==> src/rtl/uart_rx_cfg.sv <==
// Oversampled UART receiver with configurable data width, run-time parity, 1/2 stop bits,
// framing/parity error and break detection. Word and flags are registered together with data_valid.
module uart_rx_cfg #(
  parameter int DATA_BITS    = 8,
  parameter int SAMPLE_CONST = 16,
  parameter int SYNC_STAGES  = 2
) (
  input  logic                 clk,
  input  logic                 rst,
  input  logic                 baud_tick,
  input  logic                 rx,
  input  logic                 parity_en,
  input  logic                 parity_odd,
  input  logic                 two_stop,
  output logic [DATA_BITS-1:0] data,
  output logic                 data_valid,
  output logic                 parity_err,
  output logic                 frame_err,
  output logic                 break_det,
  output logic                 busy
);

  localparam int CW = $clog2(SAMPLE_CONST);
  localparam int BW = $clog2(DATA_BITS + 1);
  localparam logic [CW-1:0] N   = CW'(SAMPLE_CONST - 1);
  localparam logic [CW-1:0] MID = CW'(SAMPLE_CONST / 2 - 1);

  typedef enum logic [2:0] {
    S_IDLE   = 3'd0,
    S_START  = 3'd1,
    S_DATA   = 3'd2,
    S_PARITY = 3'd3,
    S_STOP   = 3'd4
  } state_t;

  state_t state, state_nx;

  logic [SYNC_STAGES-1:0] sync_q;
  logic                   rx_s;
  logic [CW-1:0]          cnt;
  logic [BW-1:0]          bit_cnt;
  logic [DATA_BITS-1:0]   shreg;
  logic                   par_en_q, par_odd_q, two_stop_q;
  logic                   par_bit, perr_acc, fe_acc, stop1_low, stop_idx;
  logic                   wait_high;
  logic                   sample, mid_hit, last_bit, last_stop;
  logic                   frame_start, frame_done;

  // Line idles high, so the synchroniser resets to 1 to avoid a false start bit.
  always_ff @(posedge clk) begin
    if (rst) sync_q <= '1;
    else     sync_q <= {sync_q[SYNC_STAGES-2:0], rx};
  end
  assign rx_s = sync_q[SYNC_STAGES-1];

  assign sample    = baud_tick && (cnt == N);
  assign mid_hit   = baud_tick && (cnt == MID);
  assign last_bit  = (bit_cnt == BW'(DATA_BITS - 1));
  assign last_stop = !two_stop_q || stop_idx;

  // State register
  always_ff @(posedge clk) begin
    if (rst) state <= S_IDLE;
    else     state <= state_nx;
  end

  // Next-state logic
  always_comb begin
    state_nx = state;
    case (state)
      S_IDLE:   if (!rx_s && !wait_high) state_nx = S_START;
      S_START:  if (mid_hit) state_nx = rx_s ? S_IDLE : S_DATA;
      S_DATA:   if (sample && last_bit) state_nx = par_en_q ? S_PARITY : S_STOP;
      S_PARITY: if (sample) state_nx = S_STOP;
      S_STOP:   if (sample && last_stop) state_nx = S_IDLE;
      default:  state_nx = S_IDLE;
    endcase
  end

  // FSM outputs
  always_comb begin
    busy        = (state != S_IDLE);
    frame_start = (state == S_IDLE) && (state_nx == S_START);
    frame_done  = (state == S_STOP) && sample && last_stop;
  end

  // Tick counter: START waits half a bit, every later bit waits a full bit period.
  always_ff @(posedge clk) begin
    if (rst || state == S_IDLE) begin
      cnt <= '0;
    end else if (baud_tick) begin
      if ((state == S_START) ? (cnt == MID) : (cnt == N)) cnt <= '0;
      else                                                cnt <= cnt + CW'(1);
    end
  end

  always_ff @(posedge clk) begin
    if (rst) begin
      bit_cnt    <= '0;
      shreg      <= '0;
      par_en_q   <= 1'b0;
      par_odd_q  <= 1'b0;
      two_stop_q <= 1'b0;
      par_bit    <= 1'b0;
      perr_acc   <= 1'b0;
      fe_acc     <= 1'b0;
      stop1_low  <= 1'b0;
      stop_idx   <= 1'b0;
    end else if (frame_start) begin
      bit_cnt    <= '0;
      par_en_q   <= parity_en;
      par_odd_q  <= parity_odd;
      two_stop_q <= two_stop;
      par_bit    <= 1'b0;
      perr_acc   <= 1'b0;
      fe_acc     <= 1'b0;
      stop1_low  <= 1'b0;
      stop_idx   <= 1'b0;
    end else if (sample) begin
      case (state)
        S_DATA: begin
          shreg   <= {rx_s, shreg[DATA_BITS-1:1]};
          bit_cnt <= bit_cnt + BW'(1);
        end
        S_PARITY: begin
          par_bit  <= rx_s;
          perr_acc <= ((^shreg) ^ rx_s) != par_odd_q;
        end
        S_STOP: begin
          if (!stop_idx) stop1_low <= !rx_s;
          fe_acc   <= fe_acc | !rx_s;
          stop_idx <= 1'b1;
        end
        default: ;
      endcase
    end
  end

  // Result registers update only alongside data_valid and hold otherwise.
  always_ff @(posedge clk) begin
    if (rst) begin
      data       <= '0;
      data_valid <= 1'b0;
      parity_err <= 1'b0;
      frame_err  <= 1'b0;
      break_det  <= 1'b0;
    end else begin
      data_valid <= frame_done;
      if (frame_done) begin
        data       <= shreg;
        parity_err <= perr_acc;
        frame_err  <= fe_acc | !rx_s;
        break_det  <= (shreg == '0) && !par_bit && (stop_idx ? stop1_low : !rx_s);
      end
    end
  end

  // A frame ending on a low line must not re-trigger until the line has risen again.
  always_ff @(posedge clk) begin
    if (rst)                       wait_high <= 1'b0;
    else if (frame_done && !rx_s)  wait_high <= 1'b1;
    else if (rx_s)                 wait_high <= 1'b0;
  end

endmodule

==> config.mk <==
export PLATFORM = sky130hd
export DESIGN_NAME = uart_rx_cfg
export DESIGN_NICKNAME = d
export VERILOG_FILES = /design/src/rtl/uart_rx_cfg.sv
export SDC_FILE = /design/constraint.sdc
export NUM_CORES = 1
export LEC_CHECK = 0
export CORE_UTILIZATION = 55
export DETAILED_ROUTE_END_ITERATION = 12
export GPL_TIMING_DRIVEN = 1
export PLACE_DENSITY = 0.83
export SLEW_MARGIN = 0
export SYNTH_ARGS = -nofsm -noshare
export SYNTH_HDL_FRONTEND = slang
export SYNTH_SLANG_ARGS = --single-unit
==> constraint.sdc <==
create_clock -name clk -period 2.2 [get_ports clk]
set_input_delay 0.44 -clock clk [delete_from_list [all_inputs] [get_ports clk]]
set_output_delay 0.44 -clock clk [all_outputs]
set_load 0.1 [all_outputs]
==> reports/metrics.csv, run 1 <==
metric,value,unit
post-DP HPWL,2300,µm
"commonest cells after routing, fill and taps aside","dfxtp_1 (42), nor2_1 (27), nand2_1 (22)",
Post-Synth XOR/XNOR Area,6.01,%
clock-pin slew on the worst setup and hold paths,0.12,ns
start point of the worst hold path,sync_q[0],
Worst Skew,0.0133,ns
Placed Area,2050,µm²
postcts setup bufs,0,
GRT Util Overall,21.5,%
fin util,67.9,%
drt first pass iters,4,
Slowest cell on crit path,or3_1,
Adder-Cell Fraction of Synth Area,4.10,%
Final Cell Area,2110,µm²
Mapped Nets,218,
synth-to-layout area growth,14.9,%
"commonest non-fill, non-tap cell in the layout",dfxtp_1,
Critical Path RT,2.42,ns
Compound-Gate Fraction of Synth Area,7.44,%
max-cap viol count,0,
Post-Place Worst Slack,0.186,ns
core area,3100,µm²
final clock period utilization by the worst path,87.7,%
vias in the first global route,1218,
Hold Path Sink,sync_q[1],
Synth area leader,dfxtp_1,
Tmin final,1.93,ns
First DRT Iteration DRCs,65,
Starting Density,59.1,%
r2r setup slk,0.27,ns
initial antenna violation count,0,
"Distinct cells, synth",34,
largest family of logic cells by synthesized area,simple AND/OR/NAND/NOR gates,
critical path class,register to register,
chip height,59.7,µm
"IR drop worst, VDD",0.313,mV
clock buffer depth,2,
Hold Fails Final Rpt,0,
vias,1427,
I/O pin total,20,
Synth Cell Area,1830,µm²
antenna cells,0,
Post-Place Cells,262,
Setup crit start kind,register,
Setup crit start,state[1],
routed wire length per instance,12.2,µm
die area,3570,µm²
Clk Tree Root Cell,clkbuf_4,
CTS Buf Count,5,
post-route ant nets,0,
"Cell Count, Final, Fillers Out",270,
CP max stage delay,0.48,ns
worst-path cell chain,"nor3_2, inv_1, or3_1, nand2b_1, nor2_1",
Synth Area per Inst,8.94,µm²
post-CTS sizing,0,
Buffers & Inverters on Critical Path,1,
share of cells above drive strength 1,14.2,%
RR Startpoint,state[1],
status,finished clean,
Top delay family on crit path,simple AND/OR/NAND/NOR gates,
Syn. warnings,0,
Hold WC Path Type,register to register,
setup slack after layout,0.270,ns
final slew viol count,0,
first-pass GRT wire length,5510,µm
I/O Buffers,19,
proportion of synthesized area in mux cells,8.19,%
CTS tree,yes,
Worst R2R End,bit_cnt[3],
Worst-Margin Slew,0.381,ns
clk_lat worst skew,0.35,ns
"FF+latch count, synth",42,
H-tree levels,2,
nets,238,
Hold Buf Count CTS,0,
"Seq/Total Area, Yosys",45.9,%
global route total overflow,0,
die width,59.7,µm
Post-Synth Simple-Gate Area,23.0,%
CP max FO,9,
Final setup violation count,0,
largest net degree at the start of global routing,31,
worst hold path stage count,1,
critical path capture point type,register,
routed vias/inst,5.29,
Pwr Density,581,nW/µm²
post-route setup TNS,0,ns
Post-Synthesis Cells,205,
Routed WL,3290,µm
"top cells by area, synth","dfxtp_1 (46%), mux2i_1 (8.2%), nor2_1 (5.5%), nand2_1 (4.5%), a21oi_1 (4.4%)",
CP arrival,2.15,ns
Slew HR,74.6,%
RSZ-0062 raised after global routing,false,
Fill cells,275,
global placer's final weighted congestion,0.868,
R2R cell count,5,
Max Clock Freq,518,MHz
P_leak,0.859,nW
Residual DRC,0,
area share of the largest cell type after synthesis,45.9,%
CTS Sinks,42,
FP Rows,20,
synthesized netlist by cell type:
library cell	count
buf_4	2
or2_2	2
nand2_1	22
xnor2_1	7
nand4_1	3
nand4_4	1
xnor3_1	1
mux2i_1	15
nor2b_1	2
dfxtp_1	42
nor4b_1	1
nand3b_1	1
o221ai_1	1
inv_1	11
and4_1	1
or3b_2	2
clkbuf_1	6
nand3_1	4
or3_1	2
and2_0	1
buf_2	3
ha_1	6
clkbuf_2	1
a31oi_1	2
nand2b_1	3
or4_1	1
nor3_1	5
a21oi_1	16
xor2_1	3
o21ai_0	4
nor3_2	1
nor2_1	27
nor3b_1	4
a211oi_1	2
cell type report:
cell class / instances / area, µm² / share of cell area (%)
timing repair buffer: 25 / 215 / 10.2
inverter: 11 / 41.3 / 1.96
multi-input combinational: 140 / 893 / 42.4
clock inverter: 1 / 5.00 / 0.238
clock buffer: 7 / 55.1 / 2.61
sequential: 42 / 841 / 39.9
tap: 44 / 55.1 / 2.61
report_power, final:
part / switching (W) / internal, W
Sequential: 0.00000655 / 0.000765
Clock: 0.000234 / 0.000155
Combinational: 0.0000342 / 0.0000285
Total: 0.000275 / 0.000949
flip-flops by register name, summed over array words and instances (netlist names), 2 cells and up:
register / count
sync_q: 2
cnt: 4
state: 3
data: 8
shreg: 8
bit_cnt: 4
kinds of logic after synthesis:
family | count (synthesis)
AOI/OAI and AO/OA | 25
xor gates and xnor gates | 11
adders and majority gates | 6
buffers and inverters | 23
DFF | 42
muxes | 15
and+or+nand+nor | 83
per-stage QoR:
step	hold slack, ns	power [W]
after floorplan	0.389	0.000829
after global placement	0.396	0.000850
after detailed placement	0.406	0.000851
after CTS	0.430	0.00123
after global routing	0.443	0.00129
final	0.424	0.00122
worst max-delay path by stage:
| stage | cells past startpoint | end | slack [ns] |
|---|---|---|---|
| 2_1_floorplan | 8 | stop1_low | 0.08 |
| 3_3_place_gp | 5 | break_det | 0.22 |
| 3_5_place_dp | 6 | state[0] | 0.19 |
| 4_1_cts | 5 | bit_cnt[3] | 0.29 |
| 5_1_grt | 5 | par_bit | 0.15 |
| 6_report | 5 | bit_cnt[3] | 0.27 |
routing by layer:
metal | up-vias | global-route usage [%] | routed length [µm]
met5 | - | 0 | 0
met4 | 0 | 8.64 | 61
met3 | 7 | 6.93 | 199
met2 | 45 | 32.1 | 1420
met1 | 649 | 28.7 | 1620
li1 | 726 | - | -
(Power assumes the default switching activity.)
==> run 2, diff against run 1 <==
CTS_CLUSTER_DIAMETER = 150   (was unset)
==> results of run 2 <==
Final layout, timing and power as in run 1 (identical DEF).
